[src/rtl/mult_div_unit.sv]
// mult_div_unit: MIPS HI/LO unit (MULT/MULTU/DIV/DIVU/MTHI/MTLO) with iterative shift-add and restoring divide.
// Define MULT_DIV_FAST_MULT_EN to replace the iterative multiply with a single-cycle combinational one.
module mult_div_unit (
    input  logic        clk,
    input  logic        reset_i,
    input  logic        start_i,
    input  logic [2:0]  op_i,
    input  logic [31:0] rs_i,
    input  logic [31:0] rt_i,
    output logic        busy_o,
    output logic        done_o,
    output logic [31:0] hi_o,
    output logic [31:0] lo_o
);
    typedef enum logic [1:0] {IDLE, MUL, DIV, FIN} state_t;

    localparam logic [2:0] OP_MULT  = 3'd1;
    localparam logic [2:0] OP_MULTU = 3'd2;
    localparam logic [2:0] OP_DIV   = 3'd3;
    localparam logic [2:0] OP_DIVU  = 3'd4;
    localparam logic [2:0] OP_MTHI  = 3'd5;
    localparam logic [2:0] OP_MTLO  = 3'd6;

    state_t      state, next_state;
    logic [4:0]  count;
    logic [31:0] opnd;
    logic [63:0] acc;
    logic        is_div, neg_q, neg_r, div_zero;

    logic        is_mul_op, is_div_op, signed_op, a_neg, b_neg;
    logic [31:0] mag_a, mag_b;
    logic [32:0] mul_sum, div_shift;
    logic        div_ge;
    logic [31:0] div_rem, fin_q, fin_r;
    logic [63:0] mul_step, div_step, fin_prod;

    always_comb begin
        is_mul_op = (op_i == OP_MULT) || (op_i == OP_MULTU);
        is_div_op = (op_i == OP_DIV) || (op_i == OP_DIVU);
        signed_op = (op_i == OP_MULT) || (op_i == OP_DIV);
        a_neg     = signed_op & rs_i[31];
        b_neg     = signed_op & rt_i[31];
        mag_a     = a_neg ? -rs_i : rs_i;
        mag_b     = b_neg ? -rt_i : rt_i;
    end

    // acc holds {partial product, multiplier} for multiply and {remainder, quotient} for divide
    always_comb begin
        mul_sum   = acc[0] ? ({1'b0, acc[63:32]} + {1'b0, opnd}) : {1'b0, acc[63:32]};
        mul_step  = {mul_sum, acc[31:1]};
        div_shift = acc[63:31];
        div_ge    = div_shift >= {1'b0, opnd};
        div_rem   = div_ge ? (div_shift[31:0] - opnd) : div_shift[31:0];
        div_step  = {div_rem, acc[30:0], div_ge};
        fin_prod  = neg_q ? -acc : acc;
        fin_q     = div_zero ? 32'hFFFF_FFFF : (neg_q ? -acc[31:0] : acc[31:0]);
        fin_r     = neg_r ? -acc[63:32] : acc[63:32];
    end

`ifdef MULT_DIV_FAST_MULT_EN
    logic [63:0] fast_prod;

    always_comb begin
        fast_prod = signed_op ? ({{32{rs_i[31]}}, rs_i} * {{32{rt_i[31]}}, rt_i})
                              : ({32'd0, rs_i} * {32'd0, rt_i});
    end
`else
`endif

    always_ff @(posedge clk) begin
        if (!reset_i) state <= IDLE;
        else          state <= next_state;
    end

    always_comb begin
        next_state = state;
        case (state)
            IDLE: begin
                if (start_i) begin
`ifdef MULT_DIV_FAST_MULT_EN
`else
                    if (is_mul_op) next_state = MUL;
`endif
                    if (is_div_op) next_state = DIV;
                end
            end
            MUL, DIV: if (count == 5'd31) next_state = FIN;
            FIN:      next_state = IDLE;
            default:  next_state = IDLE;
        endcase
    end

    // HI/LO are only written at accept (MTHI/MTLO, fast multiply) or at FIN, never mid-iteration
    always_ff @(posedge clk) begin
        if (!reset_i) begin
            busy_o   <= 1'b0;
            done_o   <= 1'b0;
            hi_o     <= 32'd0;
            lo_o     <= 32'd0;
            acc      <= 64'd0;
            opnd     <= 32'd0;
            count    <= 5'd0;
            is_div   <= 1'b0;
            neg_q    <= 1'b0;
            neg_r    <= 1'b0;
            div_zero <= 1'b0;
        end else begin
            done_o <= 1'b0;
            case (state)
                IDLE: begin
                    if (start_i) begin
                        if (op_i == OP_MTHI) begin
                            hi_o   <= rs_i;
                            done_o <= 1'b1;
                        end
                        if (op_i == OP_MTLO) begin
                            lo_o   <= rs_i;
                            done_o <= 1'b1;
                        end
                        if (is_mul_op) begin
`ifdef MULT_DIV_FAST_MULT_EN
                            {hi_o, lo_o} <= fast_prod;
                            done_o       <= 1'b1;
`else
                            acc    <= {32'd0, mag_b};
                            opnd   <= mag_a;
                            neg_q  <= a_neg ^ b_neg;
                            is_div <= 1'b0;
                            count  <= 5'd0;
                            busy_o <= 1'b1;
`endif
                        end
                        if (is_div_op) begin
                            acc      <= {32'd0, mag_a};
                            opnd     <= mag_b;
                            neg_q    <= a_neg ^ b_neg;
                            neg_r    <= a_neg;
                            div_zero <= (rt_i == 32'd0);
                            is_div   <= 1'b1;
                            count    <= 5'd0;
                            busy_o   <= 1'b1;
                        end
                    end
                end
                MUL: begin
                    acc   <= mul_step;
                    count <= count + 5'd1;
                end
                DIV: begin
                    acc   <= div_step;
                    count <= count + 5'd1;
                end
                FIN: begin
                    busy_o <= 1'b0;
                    done_o <= 1'b1;
                    if (is_div) begin
                        hi_o <= fin_r;
                        lo_o <= fin_q;
                    end else begin
                        {hi_o, lo_o} <= fin_prod;
                    end
                end
                default: ;
            endcase
        end
    end
endmodule

[config.mk]
export PLATFORM = sky130hd
export DESIGN_NAME = mult_div_unit
export DESIGN_NICKNAME = d
export VERILOG_FILES = /design/src/rtl/mult_div_unit.sv
export SDC_FILE = /design/constraint.sdc
export NUM_CORES = 1
export LEC_CHECK = 0
export BUFFER_PORTS_ARGS = -buffer_cell sky130_fd_sc_hd__buf_2
export CAP_MARGIN = 20
export CELL_PAD_IN_SITES_DETAIL_PLACEMENT = 1
export CELL_PAD_IN_SITES_GLOBAL_PLACEMENT = 2
export CORE_MARGIN = 8
export CORE_UTILIZATION = 35
export DETAILED_ROUTE_END_ITERATION = 8
export PLACE_DENSITY_LB_ADDON = 0.1
export SYNTH_ARGS = -nofsm -noshare
export SYNTH_HDL_FRONTEND = slang
export SYNTH_SLANG_ARGS = --single-unit
[constraint.sdc]
create_clock -name clk -period 3.75 [get_ports clk]
set_clock_uncertainty 0.2 [all_clocks]
set_input_delay 0.9375 -clock clk [delete_from_list [all_inputs] [get_ports clk]]
set_output_delay 0.9375 -clock clk [all_outputs]
set_load 0.05 [all_outputs]
---- Word-level counts from Yosys, hierarchy flattened ----
Index checks and enable logic that the tools add are counted.
storage, ports and cells
  register bits after elaboration ......... 173
operators by class
  muxes and demuxes ....................... 43
  order comparisons ....................... 1
  add/subtract/negate cells ............... 8
  equality and inequality tests ........... 15
  reduce and logical (&&, ||, !) cells .... 18
  bitwise operators ....................... 3
operators by type and width
  cell                                            count
  two-way mux 32 bit                              14
  two-way mux 64 bit                              4
  case mux 64 bit (3 select lines)                1
  negator 32 bit                                  4
  case mux 32 bit (2 select lines)                2
  negator 64 bit                                  1
  adder 32 x 32 -> 33 bit                         1
  >= comparator 33 x 32 -> 1 bit                  1
  two-way mux 33 bit                              1
  zero test 32 bit                                1
  subtractor 32 bit                               1
  AND reduction 3 bit                             8
  two-way mux 5 bit                               3
  two-way mux 1 bit                               10
  case mux 5 bit (2 select lines)                 1
  == test 3 bit (second input constant)           3
  two-way mux 2 bit                               4
  == test 3 x 2 -> 1 bit (second input constant)  2
  != test 2 bit (second input constant)           3
  case mux 2 bit (3 select lines)                 1
  nonzero test 2 bit                              3
  adder 5 x 1 -> 5 bit (second input constant)    1
  == test 5 bit (second input constant)           1
  == test 2 bit (second input constant)           2
  11 further kinds                                15

---- Logic depth before layout (Yosys ltp) ----
Gate-level depths: netlist of the first run.
  word-level depth ........................ 8
  gate-level depth with buffers ........... 13
  depth with buffers taken out ............ 12

---- Least setup slack after synthesis of the first run ----
Ideal clock, no wire load.
  kind .................................... input port to flip-flop
  start point ............................. input rt_i[1]
  end point ............................... register acc[28]
  arrival time ............................ 3.149 ns
  slack ................................... 0.268 ns
  stages on the path ...................... 12
  required time ........................... 3.417 ns
  cell sequence ........................... inv_1 ha_1 or4b_2 or3_1 buf_2 nor4_2 a21oi_1 xor2_1 nor2_1 a21oi_1 o21ai_0 a21oi_1
between the ends
  word-level cells in the longest chain between the ends .. 6
RTL lines
  element                           RTL line  RTL
  start, declared                   9         input logic [31:0] rt_i,
  negator 32 bit                    44        mag_b = b_neg ? -rt_i : rt_i;
  two-way mux 32 bit                44
  two-way mux 64 bit                120       if (is_mul_op) begin
  two-way mux 64 bit                133       if (is_div_op) begin
  two-way mux 64 bit                111       if (start_i) begin
  case mux 64 bit (3 select lines)  109       case (state)
  end signal, assigned              125       acc <= {32'd0, mag_b};
  end signal, assigned              134       acc <= {32'd0, mag_a};
  end signal, assigned              146       acc <= mul_step;
  end, declared                     27        logic [63:0] acc;
No other way between the ends. The select of a mux whose other input is x is not followed.
A chain may end at the register's enable or synchronous reset.

---- Worst setup path after layout of the first run ----
  start point ............................. register acc[32]
  end point ............................... register acc[61]
between the ends
  word-level cells in the longest chain between the ends .. 3
  elaborated cells between the ends (all ways) .. 6
  classes of those cells .................. add/sub (2); order compare (1); mux (3)
RTL lines
  element                                                   RTL line  RTL
  subtractor 32 bit (tied with other cells)                 53        div_rem = div_ge ? (div_shift[31:0] - opnd) : div_shift[31:0];
  two-way mux 32 bit or two-way mux 33 bit (tied branches)  53, 49
  case mux 64 bit (3 select lines) (*)                      109
Every way passes the cells marked *; elsewhere a longest branch is shown, timed or not.

==> results of run 1 <==
[per-stage QoR]
stage               setup WS [ps]  util, %  std cells
detailed placement           -108     40.0       2742
global route                 10.3     41.5       2772
finish                        184     41.5       2772
CTS                          51.4     41.5       2772
floorplan                     268        -       2062
global placement            -55.6     40.0       2742
[what timing repair did]
item | in CTS | in global routing
resized for setup | 0 | 3
endpoints found under the hold margin | 0 | 0
endpoints found under the setup margin | 0 | 2
[state kept, by name, indices dropped and copies added (netlist names)]
| register | count |
|---|---|
| state | 2 |
| done_o | 1 |
| neg_q | 1 |
| neg_r | 1 |
| is_div | 1 |
| lo_o | 32 |
| acc | 64 |
| div_zero | 1 |
| count | 5 |
| hi_o | 32 |
| opnd | 32 |
| busy_o | 1 |
[final cells by class]
| class | instances | area (sq um) |
|---|---|---|
| inverter | 65 | 244 |
| timing repair buffer | 293 | 1970 |
| tap | 546 | 683 |
| fill | 5404 | 25000 |
| sequential | 173 | 3460 |
| clock inverter | 10 | 163 |
| clock buffer | 20 | 457 |
| multi-input combinational | 1665 | 10800 |
[per-layer routing]
layer | vias up | track usage, % | part of all wire [%]
li1 | 7806 | - | -
met1 | 7987 | 35.0 | 48
met2 | 364 | 41.1 | 46
met3 | 73 | 3.74 | 4.4
met4 | 2 | 7.41 | 2.2
met5 | - | 0 | 0.018
[power by group]
part	leakage [nW]	internal [mW]	total (mW)	switching (mW)
clock network	0.299	1.15	2.00	0.856
logic	5.57	0.868	2.33	1.46
registers	1.41	1.96	2.17	0.204
[synthesized netlist by cell type (8+ instances only)]
master	number
and3_1	17
a221o_1	8
nor4_1	16
or3_1	13
xnor2_1	97
o221ai_1	41
o21a_1	10
nor2b_1	12
o31ai_1	32
o22ai_1	8
a31oi_1	19
a21oi_1	223
nor2_1	158
inv_1	64
xor2_1	71
o2111ai_1	8
nand4_1	13
nand2b_1	12
ha_1	74
a22oi_1	27
or4_1	16
o21ai_0	161
nand3_1	54
o211ai_1	18
clkbuf_1	136
dfxtp_1	173
o21ai_1	14
and2_1	13
o41ai_1	11
mux2i_1	71
a211oi_1	39
buf_2	11
nor3_1	34
nand2_1	239
a21o_1	29
a221oi_1	8
a22o_1	9
[final timing paths]
check / from / to / slack, ps / depth (start not counted)
worst min-delay path: lo_o[2]$_SDFFE_PN0P_ / lo_o[2]$_SDFFE_PN0P_ / 250 / 2
worst max register to register: acc[32]$_SDFFE_PN0P_ / acc[61]$_SDFFE_PN0P_ / 180 / 13
worst max-delay path: acc[32]$_SDFFE_PN0P_ / acc[61]$_SDFFE_PN0P_ / 180 / 13
worst min register to register: lo_o[2]$_SDFFE_PN0P_ / lo_o[2]$_SDFFE_PN0P_ / 250 / 2
[worst reg2reg max path: stages (launching register included)]
cell,delay [ps]
dfxtp_1,370
ha_1,230
inv_1,70
fa_1,200
nor2b_1,70
o31ai_1,360
a211oi_1,140
buf_4,170
o21ba_2,240
a221oi_1,540
o221ai_1,310
mux2i_1,180
a221oi_1,270
a21oi_1,100
[logic make-up after synthesis]
kind of cell    count (synthesis)
compound gates                710
simple gates                  636
fa+ha+maj                      76
xor+xnor                      168
buf+inv                       224
flops                         173
mux                            75
==> flow_metrics.py, run 1 <==
metrics = {
    "layout": {
        "antennaDiodeCount": 0,
        "area_delta_synth_final_pct": 17.9,
        "layout_common_cells": "nand2_1 (238), a21oi_1 (222), dfxtp_1 (172), o21ai_0 (160), nor2_1 (156)",
        "fin_area_sq_mm": 0.0178,
        "drive_gt1_share_pct": 16.4,
        "nets": 2361,
        "mostFrequentLayoutCell": "nand2_1",
    },
    "timing": {
        "hold_ws_ps": 253,
        "hold_viol": 0,
        "tightest_slew_ps": 1040,
        "slew-limit-headroom_pct": 29.8,
        "finalCritPeriodShare_pct": 95.1,
        "period_minus_slack_ps": 3570,
        "tns_ps": 0,
        "rsz0062_at_grt": "false",
        "finalMaxSlewViolations": 0,
        "setup_viol": 0,
        "fmax_ghz": 0.280,
    },
    "logic_synthesis": {
        "synth.distinct_cells": 84,
        "synth_top_family_by_area": "compound AO/OA/AOI/OAI gates",
        "synth_xor_area_share_pct": 9.76,
        "async_reset_ff_share_pct": 0,
        "postSynthCellCount": 2062,
        "synth_fa_ha_area_share_pct": 6.41,
        "avgSynthCellArea_sq_um": 7.31,
        "synth_top_area_cell": "dfxtp_1",
        "synth_top_area_share_pct": 23.0,
        "synthTopCellsByArea": "dfxtp_1 (23%), a21oi_1 (7.4%), ha_1 (6.1%)",
        "synth-simple-area-share_pct": 20.1,
        "synth_seq_area_share_pct": 23.0,
        "syn-num-nets": 2208,
        "synth_edf_count": 0,
        "ys_seq_elements": 173,
        "synth-main-ff-cell": "dfxtp_1",
        "netlist_area_sq_mm": 0.0151,
        "synth.area.mux_share_pct": 5.01,
        "yosys_warnings": 0,
        "synth-compound-area-share_pct": 29.9,
    },
    "floorplanning": {
        "die_w_microns": 224,
        "start_util_pct": 35.2,
        "ios": 136,
        "core_area_sq_mm": 0.0428,
        "rows": 76,
        "die_h_microns": 224,
        "dieArea_sq_mm": 0.0500,
    },
    "placement": {
        "dp_hpwl_microns": 51100,
        "io_buffer_count": 135,
        "gp_congestion": 0.926,
        "dpl-instance-area_sq_mm": 0.0171,
    },
    "global_routing": {
        "grt_usage_pct": 25.5,
        "grt_max_degree": 89,
        "grt_pass1_vias": 16600,
        "antenna_found_initial": 3,
        "overflow": 0,
        "grt_pass1_wl_microns": 100000,
    },
    "worst_setup_path": {
        "cpMostUsedCell": "a221oi_1",
        "path_buf_inv": 2,
        "critical_path.slowest_cell": "a221oi_1",
        "required_ps": 3900,
        "cp_slowest_stage_delay_ps": 530,
        "crit_path_start_kind": "flop",
        "critPathMaxFanout": 5,
        "critPathTopFamily": "compound AO/OA/AOI/OAI gates",
        "cp_data_arrival_time_ps": 3710,
        "crit_chain": "ha_1, inv_1, fa_1, nor2b_1, o31ai_1, a211oi_1, buf_4, o21ba_2, a221oi_1, o221ai_1, mux2i_1, a221oi_1, a21oi_1",
        "crit_type": "reg2reg",
        "cp-end-kind": "flop",
    },
    "power_and_ir_drop": {
        "ir_drop_mv": 0.336,
        "power.density_mw_per_mm2": 366,
        "power.total_mw": 6.49,
        "p_leak_nw": 7.27,
    },
    "detailed_routing": {
        "wirelength_microns": 65200,
        "final_antenna_net_count": 0,
        "via_per_inst": 5.86,
        "drtIter0Drc": 1153,
        "drc": 0,
        "wl_per_cell_microns": 23.5,
        "first_pass_iters": 5,
        "vias": 16200,
    },
    "status": {
        "status": "finished clean",
    },
    "clock_tree": {
        "clkTransAtPathRegs_ps": 70,
        "h-tree-depth": 4,
        "clk_path_buf_depth": 2,
        "clock-sinks": 173,
        "cts_hold_buf": 0,
        "cts_tree": "built",
        "cts_buffers": 17,
        "post-cts-setup-buffers": 0,
        "clk_latency_ps": 470,
        "cts-root-buf": "clkbuf_16",
    },
    "min_path": {
        "hp-class": "reg2reg",
    },
    "flow_run": {
        "drv_cap": 0,
    },
}
No activity file was read; power rests on OpenSTA's default activity.
==> run 2: changes to the inputs <==
RECOVER_POWER = 50   (was unset)
==> flow_metrics.py, run 2 (synthesis results as in run 1) <==
metrics = {
    "min_path": {
        "hp-class": "reg2reg",
        "hold_start": "lo_o[2]$_SDFFE_PN0P_",
    },
    "timing": {
        "fmax_ghz": 0.279,
        "finalCritPeriodShare_pct": 95.5,
        "period_minus_slack_ps": 3580,
        "setup_viol": 0,
        "finalMaxSlewViolations": 0,
        "rsz0062_at_grt": "false",
        "fin_ws_ps": 168,
        "tightest_slew_ps": 1490,
        "hold_viol": 0,
        "slew-limit-headroom_pct": 0.496,
        "hold_ws_ps": 254,
    },
    "worst_setup_path": {
        "cp-end-kind": "flop",
        "crit_chain": "ha_1, inv_1, fa_1, nor2b_1, o31ai_1, a211oi_1, buf_4, o21ba_2, a221oi_1, o221ai_1, mux2i_1, a221oi_1, a21oi_1",
        "crit_type": "reg2reg",
        "critPathMaxFanout": 5,
        "r2r-start": "acc[32]$_SDFFE_PN0P_",
        "critPathLaunch": "acc[32]$_SDFFE_PN0P_",
        "crit_path_start_kind": "flop",
        "required_ps": 3900,
        "cp_data_arrival_time_ps": 3730,
        "cp_slowest_stage_delay_ps": 530,
        "cpMostUsedCell": "a221oi_1",
        "critical_path.slowest_cell": "a221oi_1",
    },
    "clock_tree": {
        "cts_resized": 0,
        "cts_hold_buf": 0,
        "clock-sinks": 173,
        "clk_latency_ps": 470,
        "cts_tree": "built",
        "clkTransAtPathRegs_ps": 70,
        "clk_path_buf_depth": 2,
        "cts_buffers": 17,
        "cts-root-buf": "clkbuf_16",
        "post-cts-setup-buffers": 0,
        "h-tree-depth": 4,
    },
    "floorplanning": {
        "start_util_pct": 35.2,
        "ios": 136,
        "dieArea_sq_mm": 0.0500,
        "die_w_microns": 224,
        "rows": 76,
        "die_h_microns": 224,
        "core_area_sq_mm": 0.0428,
    },
    "global_routing": {
        "grt_pass1_wl_microns": 100000,
        "grt_pass1_vias": 16600,
        "antenna_found_initial": 3,
        "overflow": 0,
        "grt_max_degree": 89,
        "grt_usage_pct": 25.5,
    },
    "detailed_routing": {
        "first_pass_iters": 5,
        "via_per_inst": 5.85,
        "drc": 0,
        "vias": 16200,
        "drtIter0Drc": 1185,
        "wl_per_cell_microns": 23.5,
        "wirelength_microns": 65100,
        "final_antenna_net_count": 0,
    },
    "layout": {
        "area_delta_synth_final_pct": 17.1,
        "top_register": "acc",
        "drive_gt1_share_pct": 13.2,
        "largest_register_ffs": 64,
        "layout_common_cells": "nand2_1 (239), a21oi_1 (222), dfxtp_1 (172), o21ai_0 (160), nor2_1 (156)",
        "antennaDiodeCount": 0,
        "mostFrequentLayoutCell": "nand2_1",
        "post-route-util_pct": 41.2,
        "nets": 2361,
    },
    "power_and_ir_drop": {
        "p_leak_nw": 6.99,
        "ir_drop_mv": 0.336,
        "power.total_mw": 6.47,
        "power.density_mw_per_mm2": 367,
    },
    "flow_run": {
        "drv_cap": 0,
    },
    "status": {
        "status": "finished clean",
    },
    "placement": {
        "io_buffer_count": 135,
        "gp_congestion": 0.926,
        "pre_cts_slack_ps": -108,
        "dp_hpwl_microns": 51100,
    },
}
[run 2: cell count changes in the layout (fill, tap and decap cells not counted), moves of 3 or more]
cell / previous run / this run
buf_2: 135 / 68
buf_4: 149 / 145
clkbuf_1: 1 / 69
clkbuf_2: 0 / 3
[run 2: where the power goes]
part / leakage (nW) / internal (mW) / total [mW] / switching [mW]
clock network: 0.299 / 1.15 / 2.00 / 0.850
registers: 1.41 / 1.96 / 2.17 / 0.204
logic: 5.28 / 0.854 / 2.31 / 1.46
total: 6.99 / 3.96 / 6.47 / 2.51
[run 2: layout make-up]
type                            count  area (sq um)
Clock buffer                       20           457
Clock inverter                     10           163
Fill cell                        5421         25100
Inverter                           65           244
Multi-Input combinational cell   1665         10800
Sequential cell                   173          3460
Tap cell                          546           683
Timing Repair Buffer              293          1870
[run 2: critical path, delay by kind of cell, from the launching register on]
kind / cells / cell delay, ps
buffers and inverters: 2 / 240
flip-flops: 1 / 380
AO/OA/AOI/OAI: 7 / 1960
AND/OR/NAND/NOR: 1 / 70
multiplexers: 1 / 180
adder cells (fa/ha/maj): 2 / 430
[run 2: worst paths after layout]
path	slack, ps	end	cells past startpoint
min	250	lo_o[2]$_SDFFE_PN0P_	2
min reg2reg	250	lo_o[2]$_SDFFE_PN0P_	2
max reg2reg	170	acc[61]$_SDFFE_PN0P_	13
max	170	acc[61]$_SDFFE_PN0P_	13
[run 2: routing by layer]
| layer | track usage [%] | wire [microns] |
|---|---|---|
| met1 | 35.0 | 31200 |
| met2 | 41.1 | 29600 |
| met3 | 3.74 | 2880 |
| met4 | 7.41 | 1440 |
| met5 | 0 | 12 |
[run 2: per-stage QoR]
| step | std cells | cell area, sq um | TNS, ps |
|---|---|---|---|
| 2_1_floorplan | 2062 | 15100 | 0 |
| 3_3_place_gp | 2742 | 17100 | -160 |
| 3_5_place_dp | 2742 | 17100 | -650 |
| 4_1_cts | 2772 | 17800 | 0 |
| 5_1_grt | 2772 | 17600 | 0 |
| 6_report | 2772 | 17600 | 0 |
